**src/rtl/vec_dot_feeder_if.sv**
```systemverilog
`default_nettype none
// ============================================================================
//  Module      : vec_dot_feeder_if
//  Description : Bundles the operand stream, the packed-vector dot engine link
//                and the result handshake of the dot-product feeder.
//                master = feeder side, slave = environment/engine side.
//  Revision    : 1.0 - initial release
// ============================================================================
interface vec_dot_feeder_if #(
   parameter int N_ELEM = 16,
   parameter int ELEM_W = 16
);
   localparam int VEC_W = N_ELEM * ELEM_W;

   // operand pair stream
   logic              elem_valid;
   logic              elem_ready;
   logic [ELEM_W-1:0] elem_a;
   logic [ELEM_W-1:0] elem_b;
   logic              elem_last;

   // dot engine link
   logic [VEC_W-1:0]  vec_a;
   logic [VEC_W-1:0]  vec_b;
   logic              dot_rst;
   logic [ELEM_W-1:0] dot_out;
   logic              dot_finish;

   // result handshake and status
   logic              res_valid;
   logic              res_ready;
   logic [ELEM_W-1:0] res_data;
   logic              res_timeout;
   logic              busy;

   modport master (
      input  elem_valid, elem_a, elem_b, elem_last, dot_out, dot_finish, res_ready,
      output elem_ready, vec_a, vec_b, dot_rst, res_valid, res_data, res_timeout, busy
   );

   modport slave (
      output elem_valid, elem_a, elem_b, elem_last, dot_out, dot_finish, res_ready,
      input  elem_ready, vec_a, vec_b, dot_rst, res_valid, res_data, res_timeout, busy
   );
endinterface
`default_nettype wire

```
**src/rtl/vec_dot_feeder.sv**
```systemverilog
`default_nettype none
// ============================================================================
//  Module      : vec_dot_feeder
//  Description : Packs up to N_ELEM signed operand pairs into vec_a/vec_b,
//                sequences the dot engine (reset release, wait for finish,
//                watchdog) and hands the result out over valid/ready.
//  Revision    : 1.0 - initial release
// ============================================================================
module vec_dot_feeder #(
   parameter int N_ELEM  = 16,
   parameter int ELEM_W  = 16,
   parameter int TIMEOUT = 32
) (
   input  logic                   clk,
   input  logic                   rst_n,
   vec_dot_feeder_if.master       bus
);

   localparam int VEC_W  = N_ELEM * ELEM_W;
   localparam int IDX_W  = (N_ELEM > 1) ? $clog2(N_ELEM) : 1;
   localparam int WDOG_W = (TIMEOUT > 1) ? $clog2(TIMEOUT) : 1;

   localparam logic [IDX_W-1:0]  IDX_LAST  = IDX_W'(N_ELEM - 1);
   localparam logic [WDOG_W-1:0] WDOG_LAST = WDOG_W'(TIMEOUT - 1);

   typedef enum logic [1:0] {
      S_FILL   = 2'd0,
      S_CLEAR  = 2'd1,
      S_RUN    = 2'd2,
      S_RESULT = 2'd3
   } state_t;

   state_t            state_q, state_d;
   logic [IDX_W-1:0]  idx_q, idx_d;
   logic [VEC_W-1:0]  vec_a_q, vec_a_d;
   logic [VEC_W-1:0]  vec_b_q, vec_b_d;
   logic [WDOG_W-1:0] wdog_q, wdog_d;
   logic [ELEM_W-1:0] res_data_q, res_data_d;
   logic              res_timeout_q, res_timeout_d;

   // State and datapath registers; reset abandons any vector or pending result.
   always_ff @(posedge clk or negedge rst_n) begin
      if (!rst_n) begin
         state_q       <= S_FILL;
         idx_q         <= '0;
         vec_a_q       <= '0;
         vec_b_q       <= '0;
         wdog_q        <= '0;
         res_data_q    <= '0;
         res_timeout_q <= 1'b0;
      end else begin
         state_q       <= state_d;
         idx_q         <= idx_d;
         vec_a_q       <= vec_a_d;
         vec_b_q       <= vec_b_d;
         wdog_q        <= wdog_d;
         res_data_q    <= res_data_d;
         res_timeout_q <= res_timeout_d;
      end
   end

   // Next-state logic: pack pairs, one clear cycle, run with watchdog, hold result.
   always_comb begin
      state_d       = state_q;
      idx_d         = idx_q;
      vec_a_d       = vec_a_q;
      vec_b_d       = vec_b_q;
      wdog_d        = wdog_q;
      res_data_d    = res_data_q;
      res_timeout_d = res_timeout_q;

      case (state_q)
         S_FILL: begin
            if (bus.elem_valid) begin
               for (int k = 0; k < N_ELEM; k++) begin
                  if (idx_q == IDX_W'(k)) begin
                     vec_a_d[k*ELEM_W +: ELEM_W] = bus.elem_a;
                     vec_b_d[k*ELEM_W +: ELEM_W] = bus.elem_b;
                  end
               end
               idx_d = idx_q + 1'b1;
               if ((idx_q == IDX_LAST) || bus.elem_last) begin
                  state_d = S_CLEAR;
               end
            end
         end

         S_CLEAR: begin
            state_d = S_RUN;
         end

         S_RUN: begin
            // The counter may wrap on the exit cycle; it is cleared before reuse.
            wdog_d = wdog_q + 1'b1;
            if (bus.dot_finish) begin
               res_data_d    = bus.dot_out;
               res_timeout_d = 1'b0;
               state_d       = S_RESULT;
            end else if (wdog_q == WDOG_LAST) begin
               res_data_d    = '0;
               res_timeout_d = 1'b1;
               state_d       = S_RESULT;
            end
         end

         S_RESULT: begin
            if (bus.res_ready) begin
               vec_a_d = '0;
               vec_b_d = '0;
               idx_d   = '0;
               wdog_d  = '0;
               state_d = S_FILL;
            end
         end

         default: begin
            state_d = S_FILL;
         end
      endcase
   end

   // Status outputs are pure state decodes so an async reset shows up at once.
   assign bus.elem_ready  = (state_q == S_FILL);
   assign bus.busy        = (state_q != S_FILL);
   assign bus.dot_rst     = (state_q != S_RUN);
   assign bus.res_valid   = (state_q == S_RESULT);
   assign bus.vec_a       = vec_a_q;
   assign bus.vec_b       = vec_b_q;
   assign bus.res_data    = res_data_q;
   assign bus.res_timeout = res_timeout_q;

endmodule
`default_nettype wire

```
**src/flat_wrapper.sv**
```systemverilog
// flat-port wrapper written by rule: the top's interface ports become plain ports
module vec_dot_feeder_flat 
#(
   parameter int N_ELEM  = 16,
   parameter int ELEM_W  = 16,
   parameter int TIMEOUT = 32
)
  (clk, rst_n, bus_elem_valid, bus_elem_a, bus_elem_b, bus_elem_last, bus_dot_out, bus_dot_finish, bus_res_ready, bus_elem_ready, bus_vec_a, bus_vec_b, bus_dot_rst, bus_res_valid, bus_res_data, bus_res_timeout, bus_busy);
  vec_dot_feeder_if #(.N_ELEM(N_ELEM), .ELEM_W(ELEM_W)) bus_i ();
  input  logic clk;
  input  logic rst_n;
  input wire logic [$bits(bus_i.elem_valid)-1:0] bus_elem_valid;
  input wire logic [$bits(bus_i.elem_a)-1:0] bus_elem_a;
  input wire logic [$bits(bus_i.elem_b)-1:0] bus_elem_b;
  input wire logic [$bits(bus_i.elem_last)-1:0] bus_elem_last;
  input wire logic [$bits(bus_i.dot_out)-1:0] bus_dot_out;
  input wire logic [$bits(bus_i.dot_finish)-1:0] bus_dot_finish;
  input wire logic [$bits(bus_i.res_ready)-1:0] bus_res_ready;
  output wire logic [$bits(bus_i.elem_ready)-1:0] bus_elem_ready;
  output wire logic [$bits(bus_i.vec_a)-1:0] bus_vec_a;
  output wire logic [$bits(bus_i.vec_b)-1:0] bus_vec_b;
  output wire logic [$bits(bus_i.dot_rst)-1:0] bus_dot_rst;
  output wire logic [$bits(bus_i.res_valid)-1:0] bus_res_valid;
  output wire logic [$bits(bus_i.res_data)-1:0] bus_res_data;
  output wire logic [$bits(bus_i.res_timeout)-1:0] bus_res_timeout;
  output wire logic [$bits(bus_i.busy)-1:0] bus_busy;
  assign bus_i.elem_valid = bus_elem_valid;
  assign bus_i.elem_a = bus_elem_a;
  assign bus_i.elem_b = bus_elem_b;
  assign bus_i.elem_last = bus_elem_last;
  assign bus_i.dot_out = bus_dot_out;
  assign bus_i.dot_finish = bus_dot_finish;
  assign bus_i.res_ready = bus_res_ready;
  assign bus_elem_ready = bus_i.elem_ready;
  assign bus_vec_a = bus_i.vec_a;
  assign bus_vec_b = bus_i.vec_b;
  assign bus_dot_rst = bus_i.dot_rst;
  assign bus_res_valid = bus_i.res_valid;
  assign bus_res_data = bus_i.res_data;
  assign bus_res_timeout = bus_i.res_timeout;
  assign bus_busy = bus_i.busy;
  vec_dot_feeder #(.N_ELEM(N_ELEM), .ELEM_W(ELEM_W), .TIMEOUT(TIMEOUT)) u_core (.clk(clk), .rst_n(rst_n), .bus(bus_i));
endmodule
```
**config.mk**
```make
export PLATFORM = sky130hd
export DESIGN_NAME = vec_dot_feeder_flat
export DESIGN_NICKNAME = d
export VERILOG_FILES = /design/src/rtl/vec_dot_feeder_if.sv /design/src/rtl/vec_dot_feeder.sv /design/src/flat_wrapper.sv
export SDC_FILE = /design/constraint.sdc
export NUM_CORES = 1
export LEC_CHECK = 0
export BUFFER_PORTS_ARGS = -buffer_cell sky130_fd_sc_hd__buf_4
export CELL_PAD_IN_SITES_DETAIL_PLACEMENT = 0
export CELL_PAD_IN_SITES_GLOBAL_PLACEMENT = 1
export CORE_MARGIN = 4
export CORE_UTILIZATION = 40
export CTS_CLUSTER_SIZE = 25
export DETAILED_ROUTE_END_ITERATION = 10
export PLACE_DENSITY_LB_ADDON = 0.08
export SLEW_MARGIN = 0
export SYNTH_ARGS = -nofsm -noshare
export SYNTH_HDL_FRONTEND = slang
export SYNTH_SLANG_ARGS = --single-unit
```
**constraint.sdc**
```tcl
create_clock -name clk -period 3 [get_ports clk]
set_clock_uncertainty 0.2 [all_clocks]
set_input_delay 0.15 -clock clk [delete_from_list [all_inputs] [get_ports clk]]
set_output_delay 0.15 -clock clk [all_outputs]
set_load 0.05 [all_outputs]
```
# == After elaboration in Yosys (flattened, before gate mapping) ==
# Index checks and enable logic that the tools add are counted.
# classes
addsub,2
eq_ne,40
muxes,52
reduce_logical,27
# op_table
cell,count
one-hot mux 256 bit (2 select lines),2
2-to-1 mux 256 bit,3
2-to-1 mux 16 bit,34
AND reduction 4 bit,17
"!= test 2 x 1 -> 1 bit, second input constant",17
"equality test 4 bit, second input constant",8
"equality test 4 x 3 -> 1 bit, second input constant",4
2-to-1 mux 2 bit,5
one-hot mux 5 bit (2 select lines),1
"equality test 4 x 2 -> 1 bit, second input constant",2
2-to-1 mux 4 bit,2
one-hot mux 2 bit (4 select lines),1
one-hot mux 4 bit (2 select lines),1
nonzero test 2 bit,4
"!= test 2 bit, second input constant",3
"adder 5 x 1 -> 5 bit, second input constant",1
"equality test 5 bit, second input constant",1
2-to-1 mux 5 bit,1
"adder 4 x 1 -> 4 bit, second input constant",1
"equality test 2 bit, second input constant",2
"equality test 4 x 1 -> 1 bit, second input constant",1
zero test 4 bit,1
AND reduction 2 bit,2
"!= test 3 x 2 -> 1 bit, second input constant",1
other kinds (5),6
# totals
ff_bits,540
wordCells,158

# == Depth between registers and ports, before layout ==
# depth
ltp_word,5
depth_mapped,9
mapped_depth_nobuf,6

# == Worst setup path before layout ==
# No wires, ideal clock.
# synth_path
path_kind,register to register
start,register u_core.state_q[0]
end,register u_core.state_q[1]
required_time_ps,2675
path_stages_with_launch,7
path_slack_ps,460
synth_period_minus_slack_ps,2540
arrival_time_ps,2215
setup_time_ps,125
path_cell_list,dfrtp_1 > inv_1 > ha_1 > inv_2 > buf_6 > o311ai_4 > mux2_4
# synth_via
elab_chain_cells,3
elab_cells_between_ends,10
cone_classes,eq/ne: 7; mux: 1; reduce/logical: 2
# synth_lines
item,line,source
start: declaration,vec_dot_feeder.sv:33,"state_t state_q, state_d;"
start signal: assignment,vec_dot_feeder.sv:52,state_q <= state_d;
zero test 2 bit (*),n/a,
net bus_elem_ready,flat_wrapper.sv:19,output wire logic [$bits(bus_i.elem_ready)-1:0] bus_elem_ready;
!= test 2 x 1 -> 1 bit (no source line) / != test 2 bit (equally long branches),n/a,
AND reduction 4 bit (no source line),n/a,
# Mark *: on every way through the listed nets, which the timed path passes. The rest lies on a longest branch.
# A chain may end at the register's enable or synchronous reset.

# == Worst setup path in the final report ==
# layout_path
start,register u_core.state_q[0]
end,register u_core.state_q[1]
# layout_via
elab_chain_cells,3
elab_cells_between_ends,10
cone_classes,eq/ne: 7; mux: 1; reduce/logical: 2
# layout_lines
item,line,source
equality test 2 bit / zero test 2 bit (equally long branches),vec_dot_feeder.sv:72,case (state_q)
"!= test 3 x 2 -> 1 bit (no source line), or another cell as far along",n/a,
AND reduction 4 bit (no source line),n/a,
# Parallel ways exist; a longest one is shown, timed or not.

==> results_dict.tcl <==
set metrics [dict create \
    cts.clk_slew.worst_paths_ns 0.06 \
    synth_top_cells_by_area "sky130_fd_sc_hd__dfrtp_1 66%, sky130_fd_sc_hd__nand2_1 9.6%, sky130_fd_sc_hd__o21ai_0 6.0%" \
    synthMostInstantiatedCell "sky130_fd_sc_hd__dfrtp_1" \
    worst_setup_slack_after_layout_ns 0.193 \
    seqCellArea_sq_mm 0.0135 \
    use_met1_pct 33.9 \
    first_global_vias 15637 \
    vias_per_cell 4.91 \
    synth_area_leader_cell "sky130_fd_sc_hd__dfrtp_1" \
    synth_edf_count 0 \
    rsz_0062_raised_after_global_routing "false" \
    post_synthesis_register_bit_count 540 \
    first_pass_grt_wire_length_um 105000 \
    fmaxAchievable_mhz 356 \
    core_region_area_sq_mm 0.0504 \
    worstPathArrival_ns 3.10 \
    ant_nets 0 \
    post-synth-top-area-fraction_pct 66.1 \
    post_synth_top_cells "540 x sky130_fd_sc_hd__dfrtp_1, 520 x sky130_fd_sc_hd__nand2_1, 245 x sky130_fd_sc_hd__o21ai_0" \
    tritoncts "built" \
    initial_antenna_violation_count 2 \
    final.min_clock_period_ns 2.81 \
    report.final.hold_viol_count 0 \
    synth.yosys.warnings 0 \
    synthesis.area_sq_mm 0.0204 \
    cts_inserted_buffers 57 \
    fin_nets 2544 \
    place_hpwl_um 49900 \
    outcome "complete, no violations" \
    clock_latency_on_the_worst_skew_pair_ns 0.60 \
    cp_class "flip-flop to flip-flop" \
    root_buffer "sky130_fd_sc_hd__clkbuf_16" \
    multiInputGateArea_sq_mm 0.00598 \
    min-delay-path-class "input port to flip-flop" \
    start_util_pct 40.6 \
    port_buffers 586 \
    cp_data_required_time_ns 3.29 \
    fp.dieW_um 234 \
    cts_buffer_depth 3 \
    die_height_um 234 \
    clkSinkCount 540 \
    setup_violations 0 \
    groute.layer.met3.usage_pct 7.87 \
    most_used_flip_flop_cell_after_synthesis "sky130_fd_sc_hd__dfrtp_1" \
    number_of_instances_in_the_synthesized_netlist 1856 \
    placed_cells_incl_taps 3032 \
    synth-seq-area-share_pct 66.1 \
    place_congestion 0.823 \
    postRouteWirelength_um 71700 \
    areaGrowthSynthToFinish_pct 36.9 \
    dr_total_vias 15722 \
    post_layout_nonfiller_instances 3202 \
    first_pass_iters 5 \
    io_pins 587 \
    final.setup.tns_ns 0 \
    max_slew.worst_pin.slew_ns 0.816 \
    fillers 4549 \
    final_layout_size_suffix_gt1_share_pct 32.2 \
    pre_cts_ws_ns 0.378 \
    routed_wire_length_per_instance_um 22.4 \
    synthArstFlopShare_pct 100 \
    setup.worst_path.end_class "flip-flop" \
    timing.max_cap.violations 0 \
    largest_net_degree_at_the_start_of_global_routing 65 \
    start_kind "flip-flop" \
    synthesis.nets 1920 \
    synthesis.area_per_instance_sq_um 11.0 \
    overflow 0 \
    critPathMaxFanout 19 \
    level_count_of_the_clock_h_tree 2 \
    synth_cell_type_count 41 \
    die_area_sq_mm 0.0548 \
    row_cnt 82 \
    maxSlewHeadroom_pct 45.5 \
    grtUsageTotal_pct 25.8 \
    final_util_pct 55.5 \
    post_route_clock_period_utilization_pct 93.6 \
    groute.layer.met2.usage_pct 40.7 \
    cts_repair_resize_count 0 \
    route.detailed.drc 0 \
    slew_viol_final 0 \
    post_cts.repair.setup_buffers 0 \
    busiest_layer "met2" \
    drt_iter0_drc 993 \
]
[state kept, by name, indices dropped and copies added (netlist names)]
register and count:
u_core.bus.vec_b 256, u_core.idx_q 4, u_core.wdog_q 5, u_core.bus.res_data 16, u_core.bus.res_timeout 1, u_core.bus.vec_a 256, u_core.state_q 2
[what timing repair did]
action | CTS | global route
hold buffers | 61 | 0
endpoints found under the setup margin | 0 | 0
endpoints found under the hold margin | 900 | 0
[worst max-delay path, cell delays in order, from the launching register on]
cell and delay [ns]:
sky130_fd_sc_hd__dfrtp_1 0.40, sky130_fd_sc_hd__inv_1 0.13, sky130_fd_sc_hd__ha_1 0.29, sky130_fd_sc_hd__inv_2 0.36, sky130_fd_sc_hd__o311ai_4 0.36, sky130_fd_sc_hd__dlygate4sd3_1 0.64
sky130_fd_sc_hd__mux2_4 0.31
[per-layer routing]
layer,vias up,share of wire [%]
li1,7498,-
met1,7620,42
met2,485,46
met3,119,8.3
met4,0,3.8
met5,-,0
[path summary, 6_finish.rpt]
check	slack (ns)	endpoint	depth (start not counted)	from
worst max-delay path	0.19	u_core.state_q[1]$_DFFE_PN0P_	6	u_core.state_q[0]$_DFFE_PN0P_
worst min-delay path	0.08	u_core.bus.vec_a[91]$_DFFE_PN0P_	3	bus_elem_a[11]
worst max register to register	0.19	u_core.state_q[1]$_DFFE_PN0P_	6	u_core.state_q[0]$_DFFE_PN0P_
worst min register to register	0.28	u_core.bus.vec_a[226]$_DFFE_PN0P_	2	u_core.bus.vec_a[226]$_DFFE_PN0P_
max in group asynchronous	2.07	u_core.bus.vec_a[180]$_DFFE_PN0P_	3	rst_n
min in group asynchronous	0.09	u_core.bus.vec_b[55]$_DFFE_PN0P_	3	rst_n
[cell type report]
class                   count  share of cell area (%)
flip-flops and latches    540                    48.3
multi-input cells        1160                    21.4
repair buffers            712                    20.1
clock buffers              91                    6.46
well taps                 672                    3.01
clock inverters            16                   0.609
inverters                   9                   0.121
diodes                      2                  0.0179
[through the flow]
step           area, sq um  hold WS (ns)
2_1_floorplan        20400        -0.346
3_3_place_gp         25400       -0.0621
3_5_place_dp         25400       -0.0585
4_1_cts              28000        0.0309
5_1_grt              28000        0.0712
6_report             28000        0.0758
[kinds of logic (layout without fill, tap and decap cells)]
group / Yosys count / in the layout / synth area share, %
other cells: 0 / 2 / 0
buf+inv: 156 / 828 / 4.98
flops: 540 / 540 / 66.1
compound gates: 558 / 558 / 16.1
simple gates: 583 / 583 / 11.8
mux: 6 / 6 / 0.325
fa+ha+maj: 10 / 10 / 0.612
xor+xnor: 3 / 3 / 0.129
[cells in the final DEF, fill, tap and decap left out, drive strengths merged, types with 8 or more instances in the layout]
master,n
and3b,8
o2111ai,16
buf,652
clkinv,12
a22o,18
o21ai,514
dlygate4sd3,60
nand2,520
nand2b,25
ha,10
inv,10
dfrtp,540
clkbuf,91
or2b,10
Power is left out: the tool's default activity adds up to more than one toggle a clock period on the data nets, which glitch-free logic cannot reach.
